<file path="src/rtl/scan_pkg.sv">
// Shared FSM state type, bus widths and counter-width helper for frame_scan.
package scan_pkg;

  localparam int PIX_W   = 11;
  localparam int ADDRX_W = 11;
  localparam int ADDRY_W = 32;

  typedef enum logic [1:0] {
    ST_IDLE   = 2'd0,
    ST_ACTIVE = 2'd1,
    ST_HBLANK = 2'd2,
    ST_VBLANK = 2'd3
  } scan_state_e;

  // Bits needed to hold 0..n-1 (at least one bit).
  function automatic int cnt_width(input int n);
    return (n <= 2) ? 1 : $clog2(n);
  endfunction

endpackage

</file>
<file path="src/rtl/scan_counter.sv">
// Wrap counter 0..MAX-1 with terminal-count flag; used for both hcnt and vcnt.
module scan_counter
  import scan_pkg::*;
#(
  parameter int MAX = 2,
  parameter int W   = cnt_width(MAX)
) (
  input  logic         i_clk,
  input  logic         i_rst_n,
  input  logic         i_clr,
  input  logic         i_inc,
  output logic [W-1:0] o_cnt,
  output logic         o_tc
);

  logic [W-1:0] r_cnt;

  assign o_tc  = (r_cnt == W'(MAX - 1));
  assign o_cnt = r_cnt;

  always_ff @(posedge i_clk or negedge i_rst_n) begin
    if (!i_rst_n) begin
      r_cnt <= '0;
    end else if (i_clr) begin
      r_cnt <= '0;
    end else if (i_inc) begin
      r_cnt <= o_tc ? '0 : r_cnt + W'(1);
    end
  end

endmodule

</file>
<file path="src/rtl/frame_scan.sv">
// Raster scanner: walks the frame, reads pixel memory and emits aligned video timing.
// Define SCAN_TEST_PATTERN_EN to replace memory data by addrX^addrY (rd held low).
module frame_scan
  import scan_pkg::*;
#(
  parameter int XSIZE  = 1280,
  parameter int YSIZE  = 800,
  parameter int HBLANK = 160,
  parameter int VBLANK = 23
) (
  input  logic               clkq,
  input  logic               rst_n,
  input  logic               enable,
  output logic [ADDRX_W-1:0] addrX,
  output logic [ADDRY_W-1:0] addrY,
  output logic               rd,
  input  logic [PIX_W-1:0]   d_in,
  output logic [PIX_W-1:0]   pix_out,
  output logic               de,
  output logic               hsync,
  output logic               vsync,
  output logic               frame_start
);

  localparam int HTOTAL = XSIZE + HBLANK;
  localparam int VTOTAL = YSIZE + VBLANK;
  localparam int HW     = cnt_width(HTOTAL);
  localparam int VW     = cnt_width(VTOTAL);

  scan_state_e r_state;
  scan_state_e w_state_next;
  scan_state_e w_after_line;

  logic [HW-1:0] w_hcnt;
  logic [VW-1:0] w_vcnt;
  logic          w_h_tc;
  logic          w_v_tc;
  logic          w_run;
  logic          w_active;
  logic          w_hend;
  logic          w_last_line;

  assign w_run       = (r_state != ST_IDLE);
  assign w_active    = (r_state == ST_ACTIVE);
  assign w_hend      = (w_hcnt == HW'(XSIZE - 1));
  assign w_last_line = (w_vcnt == VW'(YSIZE - 1));

  scan_counter #(.MAX(HTOTAL), .W(HW)) u_hcnt (
    .i_clk   (clkq),
    .i_rst_n (rst_n),
    .i_clr   (!w_run),
    .i_inc   (w_run),
    .o_cnt   (w_hcnt),
    .o_tc    (w_h_tc)
  );

  scan_counter #(.MAX(VTOTAL), .W(VW)) u_vcnt (
    .i_clk   (clkq),
    .i_rst_n (rst_n),
    .i_clr   (!w_run),
    .i_inc   (w_run && w_h_tc),
    .o_cnt   (w_vcnt),
    .o_tc    (w_v_tc)
  );

  assign w_after_line = w_last_line ? ST_VBLANK : ST_ACTIVE;

  always_comb begin
    w_state_next = r_state;
    case (r_state)
      ST_IDLE:   if (enable) w_state_next = ST_ACTIVE;
      ST_ACTIVE: if (w_hend) w_state_next = w_h_tc ? w_after_line : ST_HBLANK;
      ST_HBLANK: if (w_h_tc) w_state_next = w_after_line;
      // enable only matters here: a started frame always runs to completion
      ST_VBLANK: if (w_h_tc && w_v_tc) w_state_next = enable ? ST_ACTIVE : ST_IDLE;
      default:   w_state_next = ST_IDLE;
    endcase
  end

  always_ff @(posedge clkq or negedge rst_n) begin
    if (!rst_n) r_state <= ST_IDLE;
    else        r_state <= w_state_next;
  end

  // Stage 1: address / read strobe, plus timing flags for the same pixel.
  logic [ADDRX_W-1:0] r_addrx;
  logic [ADDRY_W-1:0] r_addry;
  logic               r_act1, r_hs1, r_vs1, r_fs1;

  always_ff @(posedge clkq or negedge rst_n) begin
    if (!rst_n) begin
      r_addrx <= '0;
      r_addry <= '0;
      r_act1  <= 1'b0;
      r_hs1   <= 1'b0;
      r_vs1   <= 1'b0;
      r_fs1   <= 1'b0;
    end else begin
      if (w_active) begin
        r_addrx <= ADDRX_W'(w_hcnt);
        r_addry <= ADDRY_W'(w_vcnt);
      end
      r_act1 <= w_active;
      r_hs1  <= w_run && (int'(w_hcnt) >= XSIZE);
      r_vs1  <= (r_state == ST_VBLANK);
      r_fs1  <= w_active && (w_hcnt == '0) && (w_vcnt == '0);
    end
  end

  // Stage 2: memory access cycle; d_in is valid while these are.
  logic             r_act2, r_hs2, r_vs2, r_fs2;
  logic [PIX_W-1:0] r_pat2;

  always_ff @(posedge clkq or negedge rst_n) begin
    if (!rst_n) begin
      r_act2 <= 1'b0;
      r_hs2  <= 1'b0;
      r_vs2  <= 1'b0;
      r_fs2  <= 1'b0;
      r_pat2 <= '0;
    end else begin
      r_act2 <= r_act1;
      r_hs2  <= r_hs1;
      r_vs2  <= r_vs1;
      r_fs2  <= r_fs1;
      r_pat2 <= PIX_W'(r_addrx) ^ PIX_W'(r_addry);
    end
  end

  logic [PIX_W-1:0] w_pix_src;

`ifdef SCAN_TEST_PATTERN_EN
  logic w_unused_din;
  assign w_unused_din = ^d_in;
  assign w_pix_src    = r_pat2;
  assign rd           = 1'b0;
`else
  logic [PIX_W-1:0] w_unused_pat;
  assign w_unused_pat = r_pat2;
  assign w_pix_src    = d_in;
  assign rd           = r_act1;
`endif

  // Stage 3: output register; pixel forced to zero outside the active region.
  logic [PIX_W-1:0] r_pix;
  logic             r_de, r_hsync, r_vsync, r_fs;

  always_ff @(posedge clkq or negedge rst_n) begin
    if (!rst_n) begin
      r_pix   <= '0;
      r_de    <= 1'b0;
      r_hsync <= 1'b0;
      r_vsync <= 1'b0;
      r_fs    <= 1'b0;
    end else begin
      r_pix   <= r_act2 ? w_pix_src : '0;
      r_de    <= r_act2;
      r_hsync <= r_hs2;
      r_vsync <= r_vs2;
      r_fs    <= r_fs2;
    end
  end

  assign addrX       = r_addrx;
  assign addrY       = r_addry;
  assign pix_out     = r_pix;
  assign de          = r_de;
  assign hsync       = r_hsync;
  assign vsync       = r_vsync;
  assign frame_start = r_fs;

endmodule

</file>
<file path="config.mk">
export PLATFORM = sky130hd
export DESIGN_NAME = frame_scan
export DESIGN_NICKNAME = d
export VERILOG_FILES = /design/src/rtl/scan_pkg.sv /design/src/rtl/scan_counter.sv /design/src/rtl/frame_scan.sv
export SDC_FILE = /design/constraint.sdc
export NUM_CORES = 1
export LEC_CHECK = 0
export BUFFER_PORTS_ARGS = -buffer_cell sky130_fd_sc_hd__buf_2
export CORE_MARGIN = 10
export CORE_UTILIZATION = 32
export CTS_CLUSTER_DIAMETER = 30
export CTS_CLUSTER_SIZE = 16
export DETAILED_ROUTE_END_ITERATION = 6
export GPL_ROUTABILITY_DRIVEN = 0
export GPL_TIMING_DRIVEN = 0
export SYNTH_ARGS = -nofsm -noshare
export SYNTH_HDL_FRONTEND = slang
export SYNTH_HIERARCHICAL = 1
export SYNTH_SLANG_ARGS = --single-unit
</file>
<file path="constraint.sdc">
create_clock -name clkq -period 8.3 [get_ports clkq]
set_input_delay 1.66 -clock clkq [delete_from_list [all_inputs] [get_ports clkq]]
set_output_delay 1.66 -clock clkq [all_outputs]
set_load 0.05 [all_outputs]
</file>
==> impl_metrics.json, run 1 <==
{
  "initial_utilization": 0.332,
  "crit_slowest_cell": "nor4_1",
  "rsz0062_at_grt": "false",
  "numCtsBuffers": 9,
  "grt_pass1_vias": 2493,
  "cp_top_family": "simple AND/OR/NAND/NOR gates",
  "drv_cap": 0,
  "multi_input_area_um2": 1270,
  "tns_ns": 0,
  "clockBufferDepth": 2,
  "required_ns": 8.57,
  "drc": 0,
  "finalSetupViolations": 0,
  "start_kind": "flip-flop",
  "period_minus_slack_ns": 3.37,
  "drive_above_1_share": 0.257,
  "path_cells": "ha_1 > nand4_1 > nor4_1 > nor2b_1 > o2111ai_1 > or3_1 > a21oi_1",
  "path_max_fanout": 8,
  "die_height_um": 119,
  "dpl_cell_area_um2": 3600,
  "drt_iter0_markers": 175,
  "timing.reg2reg.worst_path_depth": 7,
  "fin_crit_sh": 0.406,
  "fin_area_um2": 3850,
  "finalHoldViolCount": 0,
  "clock-root-buffer": "clkbuf_8",
  "relSlewSlack": 0.212,
  "synth-seq-cells": 67,
  "cp_data_arrival_time_ns": 3.64,
  "max_freq_mhz": 297,
  "ant_nets": 0,
  "h-tree-depth": 3,
  "clock_sinks": 67,
  "cts_hold_buf": 0,
  "crit_end": "u_vcnt/o_cnt[8]$_DFFE_PN0P_",
  "reg2reg_to": "u_vcnt/o_cnt[8]$_DFFE_PN0P_",
  "critPathLaunch": "u_hcnt/o_cnt[0]$_DFFE_PN0P_",
  "max_stage_delay_ns": 0.97,
  "status": "complete, no violations",
  "leakage_nw": 2.02,
  "worstSkewPairLatency_ns": 0.35,
  "grt_util_all_layers": 0.102,
  "cts.clk_slew.worst_paths_ns": 0.07,
  "crit_buf_inv": 0,
  "pre_cts_ws_ns": 4.97,
  "post_drt_wl_per_cell_um": 13.3,
  "synthFlopType": "dfrtp_1",
  "ir_drop_uv": 72.8,
  "total_power_mw": 0.702,
  "synth_edf_count": 0,
  "grt-ovfl-total": 0,
  "yosys_warnings": 6,
  "power.density_nw_per_um2": 182,
  "dr.pass1.iters": 4,
  "core_um2": 9370,
  "area.growth.synth_to_final_pct": 23.9,
  "reg2reg_setup_slack_ns": 4.93,
  "regArea_um2": 1680,
  "final_cell_mix": "nand2_1 (74), dfrtp_1 (67), buf_2 (49), buf_4 (23), conb_1 (22)",
  "synth_area_per_cell_um2": 10.0,
  "synth_cell_type_count": 49,
  "worst_slack_ns": 4.93,
  "slew_viol_final": 0,
  "r2r-start": "u_hcnt/o_cnt[0]$_DFFE_PN0P_",
  "hp-class": "flip-flop to flip-flop",
  "vias": 2393,
  "netlist_instances": 310,
  "grt_pass1_wl_um": 12100,
  "portBuffers": 50,
  "rows": 35,
  "fin_skew_ns": 0.0111,
  "fin_nets": 409,
  "fp.dieW_um": 119,
  "hold_slack_ns": 0.350,
  "async_flop_share": 1.00,
  "antenna_found_initial": 0,
  "tightestPinTransition_ns": 1.17,
  "die-area_um2": 14100,
  "worst-path-stages": 7,
  "synth_area_um2": 3110,
  "routed_wl_um": 6980,
  "grt_max_degree": 68,
  "cts_setup_buffers": 0,
  "critPathCaptureType": "flip-flop",
  "ys_seq_area_frac": 0.539,
  "cts-resized-gates": 0,
  "final_common_cell": "nand2_1",
  "antennaDiodeCount": 0,
  "cts_tree": "done",
  "path_class": "flip-flop to flip-flop",
  "io_pins": 73,
  "vias_per_cell": 4.55,
  "hpwl_um": 5030,
  "fillers": 944
}
[how the worst min path moves through the flow]
stage | start | end | depth (start not counted)
global route | r_hs1$_DFF_PN0_ | r_hs2$_DFF_PN0_ | 0
global placement | r_hs1$_DFF_PN0_ | r_hs2$_DFF_PN0_ | 0
detailed placement | r_fs2$_DFF_PN0_ | frame_start$_DFF_PN0_ | 0
floorplan | r_fs2$_DFF_PN0_ | frame_start$_DFF_PN0_ | 0
CTS | r_fs2$_DFF_PN0_ | frame_start$_DFF_PN0_ | 0
finish | r_hs1$_DFF_PN0_ | r_hs2$_DFF_PN0_ | 0
[power by group]
group	total, mW	internal [mW]	switching (mW)
Sequential	0.326	0.326	0
Clock	0.336	0.208	0.128
Combinational	0.0396	0.00959	0.0300
Total	0.702	0.544	0.158
[flip-flops by register name, summed over array words and instances, names as in the netlist, 2 cells and up]
signal        cells
u_hcnt/o_cnt     11
r_state           2
pix_out          11
addrY            10
addrX            11
u_vcnt/o_cnt     10
[synth_stat cells, types with 2 or more instances]
cell / number / share of area
a21oi_1: 7 / 0.011
and2_1: 12 / 0.024
buf_4: 22 / 0.053
clkbuf_1: 7 / 0.0084
dfrtp_1: 67 / 0.54
ha_1: 3 / 0.012
inv_1: 8 / 0.0097
mux2i_1: 3 / 0.0097
nand2_1: 74 / 0.089
nand2b_1: 6 / 0.012
nand3_1: 8 / 0.013
nand3b_1: 4 / 0.0097
nand4_1: 10 / 0.020
nor2_1: 11 / 0.013
nor2b_1: 3 / 0.0060
nor3_1: 5 / 0.0080
nor4_1: 5 / 0.010
o2111ai_1: 2 / 0.0056
o21ai_0: 9 / 0.014
o21ai_1: 2 / 0.0032
o311ai_2: 2 / 0.010
o31ai_1: 3 / 0.0072
o41ai_1: 2 / 0.0056
or3_1: 4 / 0.0080
or4_1: 2 / 0.0048
or4b_4: 2 / 0.0088
xor2_1: 5 / 0.014
[kinds of logic (layout without fill, tap and decap cells)]
| family | Yosys count | in the layout | share of synthesized area |
|---|---|---|---|
| multiplexers | 3 | 3 | 0.00965 |
| XOR/XNOR | 6 | 6 | 0.0169 |
| flip-flops | 67 | 67 | 0.539 |
| adder cells (fa/ha/maj) | 3 | 3 | 0.0121 |
| AND/OR/NAND/NOR | 155 | 155 | 0.257 |
| AO/OA/AOI/OAI | 35 | 35 | 0.0873 |
| buffers and inverters | 40 | 106 | 0.0776 |
| other | 1 | 22 | 0.00121 |
[stage by stage]
| stage | util | instances |
|---|---|---|
| 5_1_grt | 0.411 | 526 |
| 3_3_place_gp | 0.384 | 510 |
| 3_5_place_dp | 0.385 | 510 |
| 4_1_cts | 0.411 | 526 |
| 2_1_floorplan | - | 331 |
| 6_report | 0.411 | 526 |
[area by class of cell]
type                       instances  share of cell area
sequential                        67               0.435
multi-input combinational        224               0.330
timing repair buffer              50              0.0656
buffer                            31              0.0539
tap                              129              0.0419
clock buffer                      10              0.0357
clock inverter                     6              0.0292
inverter                           9             0.00876
[metal layers]
layer,vias up,track usage,share of wire
li1,1185,-,-
met1,1129,0.121,0.45
met2,67,0.162,0.47
met3,12,0.0371,0.070
met4,0,0.0443,0.018
met5,-,0,0
(Power assumes the default switching activity.)
==> run 2: changes to the inputs <==
clock period = 3 ns   (was 8.3 ns; I/O delays follow)
==> impl_metrics.json, run 2 (synthesis results as in run 1) <==
{
  "final_common_cell": "nand2_1",
  "cts_setup_buffers": 0,
  "grt_pass1_wl_um": 12100,
  "path_max_fanout": 8,
  "area.growth.synth_to_final_pct": 24.4,
  "hold_slack_ns": 0.350,
  "reg2reg_to": "u_vcnt/o_cnt[5]$_DFFE_PN0P_",
  "critPathCaptureType": "flip-flop",
  "clock-root-buffer": "clkbuf_8",
  "core_um2": 9370,
  "antenna_found_initial": 0,
  "drive_above_1_share": 0.262,
  "dp_cells": 510,
  "portBuffers": 50,
  "period_minus_slack_ns": 2.77,
  "min-delay-start": "r_fs2$_DFF_PN0_",
  "path_class": "flip-flop to flip-flop",
  "drv_cap": 0,
  "finalHoldViolCount": 0,
  "path_cells": "ha_1 > nand4_1 > nor4_4 > nor2b_2 > nor2_1 > or4_1 > a21oi_1",
  "h-tree-depth": 3,
  "cp_data_arrival_time_ns": 3.04,
  "worstSkewPairLatency_ns": 0.35,
  "leakage_nw": 2.02,
  "start_kind": "flip-flop",
  "layout.cells.non_filler": 526,
  "fin_nets": 409,
  "cp_top_family": "simple AND/OR/NAND/NOR gates",
  "relSlewSlack": 0.453,
  "fin_crit_sh": 0.924,
  "die_height_um": 119,
  "cts_tree": "done",
  "io_pins": 73,
  "reg2reg_setup_slack_ns": 0.23,
  "slew_viol_final": 0,
  "crit_buf_inv": 0,
  "grt_max_degree": 68,
  "hpwl_um": 5030,
  "vias": 2384,
  "max_freq_mhz": 361,
  "vias_per_cell": 4.53,
  "r2r-start": "u_hcnt/o_cnt[0]$_DFFE_PN0P_",
  "grt-ovfl-total": 0,
  "post_drt_wl_per_cell_um": 13.3,
  "final_cell_mix": "nand2_1 (74), dfrtp_1 (67), buf_2 (49), buf_4 (23), conb_1 (22)",
  "die-area_um2": 14100,
  "status": "complete, no violations",
  "power.density_nw_per_um2": 502,
  "clock_sinks": 67,
  "required_ns": 3.27,
  "total_power_mw": 1.94,
  "cts.clk_slew.worst_paths_ns": 0.07,
  "dr.pass1.iters": 4,
  "crit_slowest_cell": "or4_1",
  "grt_pass1_vias": 2498,
  "worst-path-stages": 7,
  "fin_skew_ns": 0.0122,
  "critPathLaunch": "u_hcnt/o_cnt[0]$_DFFE_PN0P_",
  "drc": 0,
  "initial_utilization": 0.332,
  "rows": 35,
  "drt_iter0_markers": 193,
  "tightestPinTransition_ns": 0.821,
  "routed_wl_um": 7000,
  "finalSetupViolations": 0,
  "fillers": 945,
  "antennaDiodeCount": 0,
  "ir_drop_uv": 202,
  "ant_nets": 0,
  "crit_end": "u_vcnt/o_cnt[5]$_DFFE_PN0P_",
  "grt_util_all_layers": 0.102,
  "numCtsBuffers": 9,
  "fp.dieW_um": 119,
  "max_stage_delay_ns": 0.52,
  "tns_ns": 0,
  "clockBufferDepth": 2,
  "timing.reg2reg.worst_path_depth": 7,
  "hp-class": "flip-flop to flip-flop",
  "rsz0062_at_grt": "false"
}
## run 2: changes by cell type in the layout (fill, tap and decap cells not counted)
cell,previous run,this run
nor2b_1,3,2
nor4_1,5,4
nor2b_2,0,1
nor4_4,1,2
## run 2: cell type report
cell class,instances,area [um2],share of cell area
repair buffers,50,253,0.0653
inverters,9,33.8,0.00872
plain buffers,31,208,0.0536
multi-input cells,224,1290,0.333
clock buffers,10,138,0.0355
well taps,129,161,0.0417
clock inverters,6,113,0.0291
flip-flops and latches,67,1680,0.433
## run 2: how the worst min path moves through the flow
stage	endpoint	slack, ns	depth (start not counted)
finish	frame_start$_DFF_PN0_	0.35	0
global route	r_hs2$_DFF_PN0_	0.36	0
CTS	frame_start$_DFF_PN0_	0.35	0
detailed placement	frame_start$_DFF_PN0_	0.33	0
global placement	r_hs2$_DFF_PN0_	0.33	0
floorplan	addrX[0]$_DFFE_PN0P_	0.30	0
## run 2: what timing repair did
item,CTS,global route
setup endpoints to repair,8,8
gates resized for setup,2,1
hold buffers,0,0
## run 2: through the flow
| step | util | setup slack, ns | instance area [um2] |
|---|---|---|---|
| 6_report | 0.413 | 0.227 | 3870 |
| 5_1_grt | 0.413 | 0.0223 | 3870 |
| 4_1_cts | 0.413 | 0.116 | 3870 |
| 3_5_place_dp | 0.385 | -0.331 | 3600 |
| 3_3_place_gp | 0.384 | -0.347 | 3600 |
| 2_1_floorplan | - | 0.276 | 3190 |
## run 2: routing by layer
| layer | up-vias | wire, um | global-route usage |
|---|---|---|---|
| met5 | - | 0 | 0 |
| met4 | 0 | 125 | 0.0450 |
| met3 | 12 | 535 | 0.0371 |
| met1 | 1110 | 3090 | 0.121 |
| met2 | 79 | 3240 | 0.162 |
| li1 | 1183 | - | - |
## run 2: power breakdown
part           total, mW  switching [mW]  internal, mW
Combinational      0.110          0.0832        0.0265
Clock              0.932           0.356         0.576
Sequential         0.903               0         0.903
Total               1.94           0.439          1.51
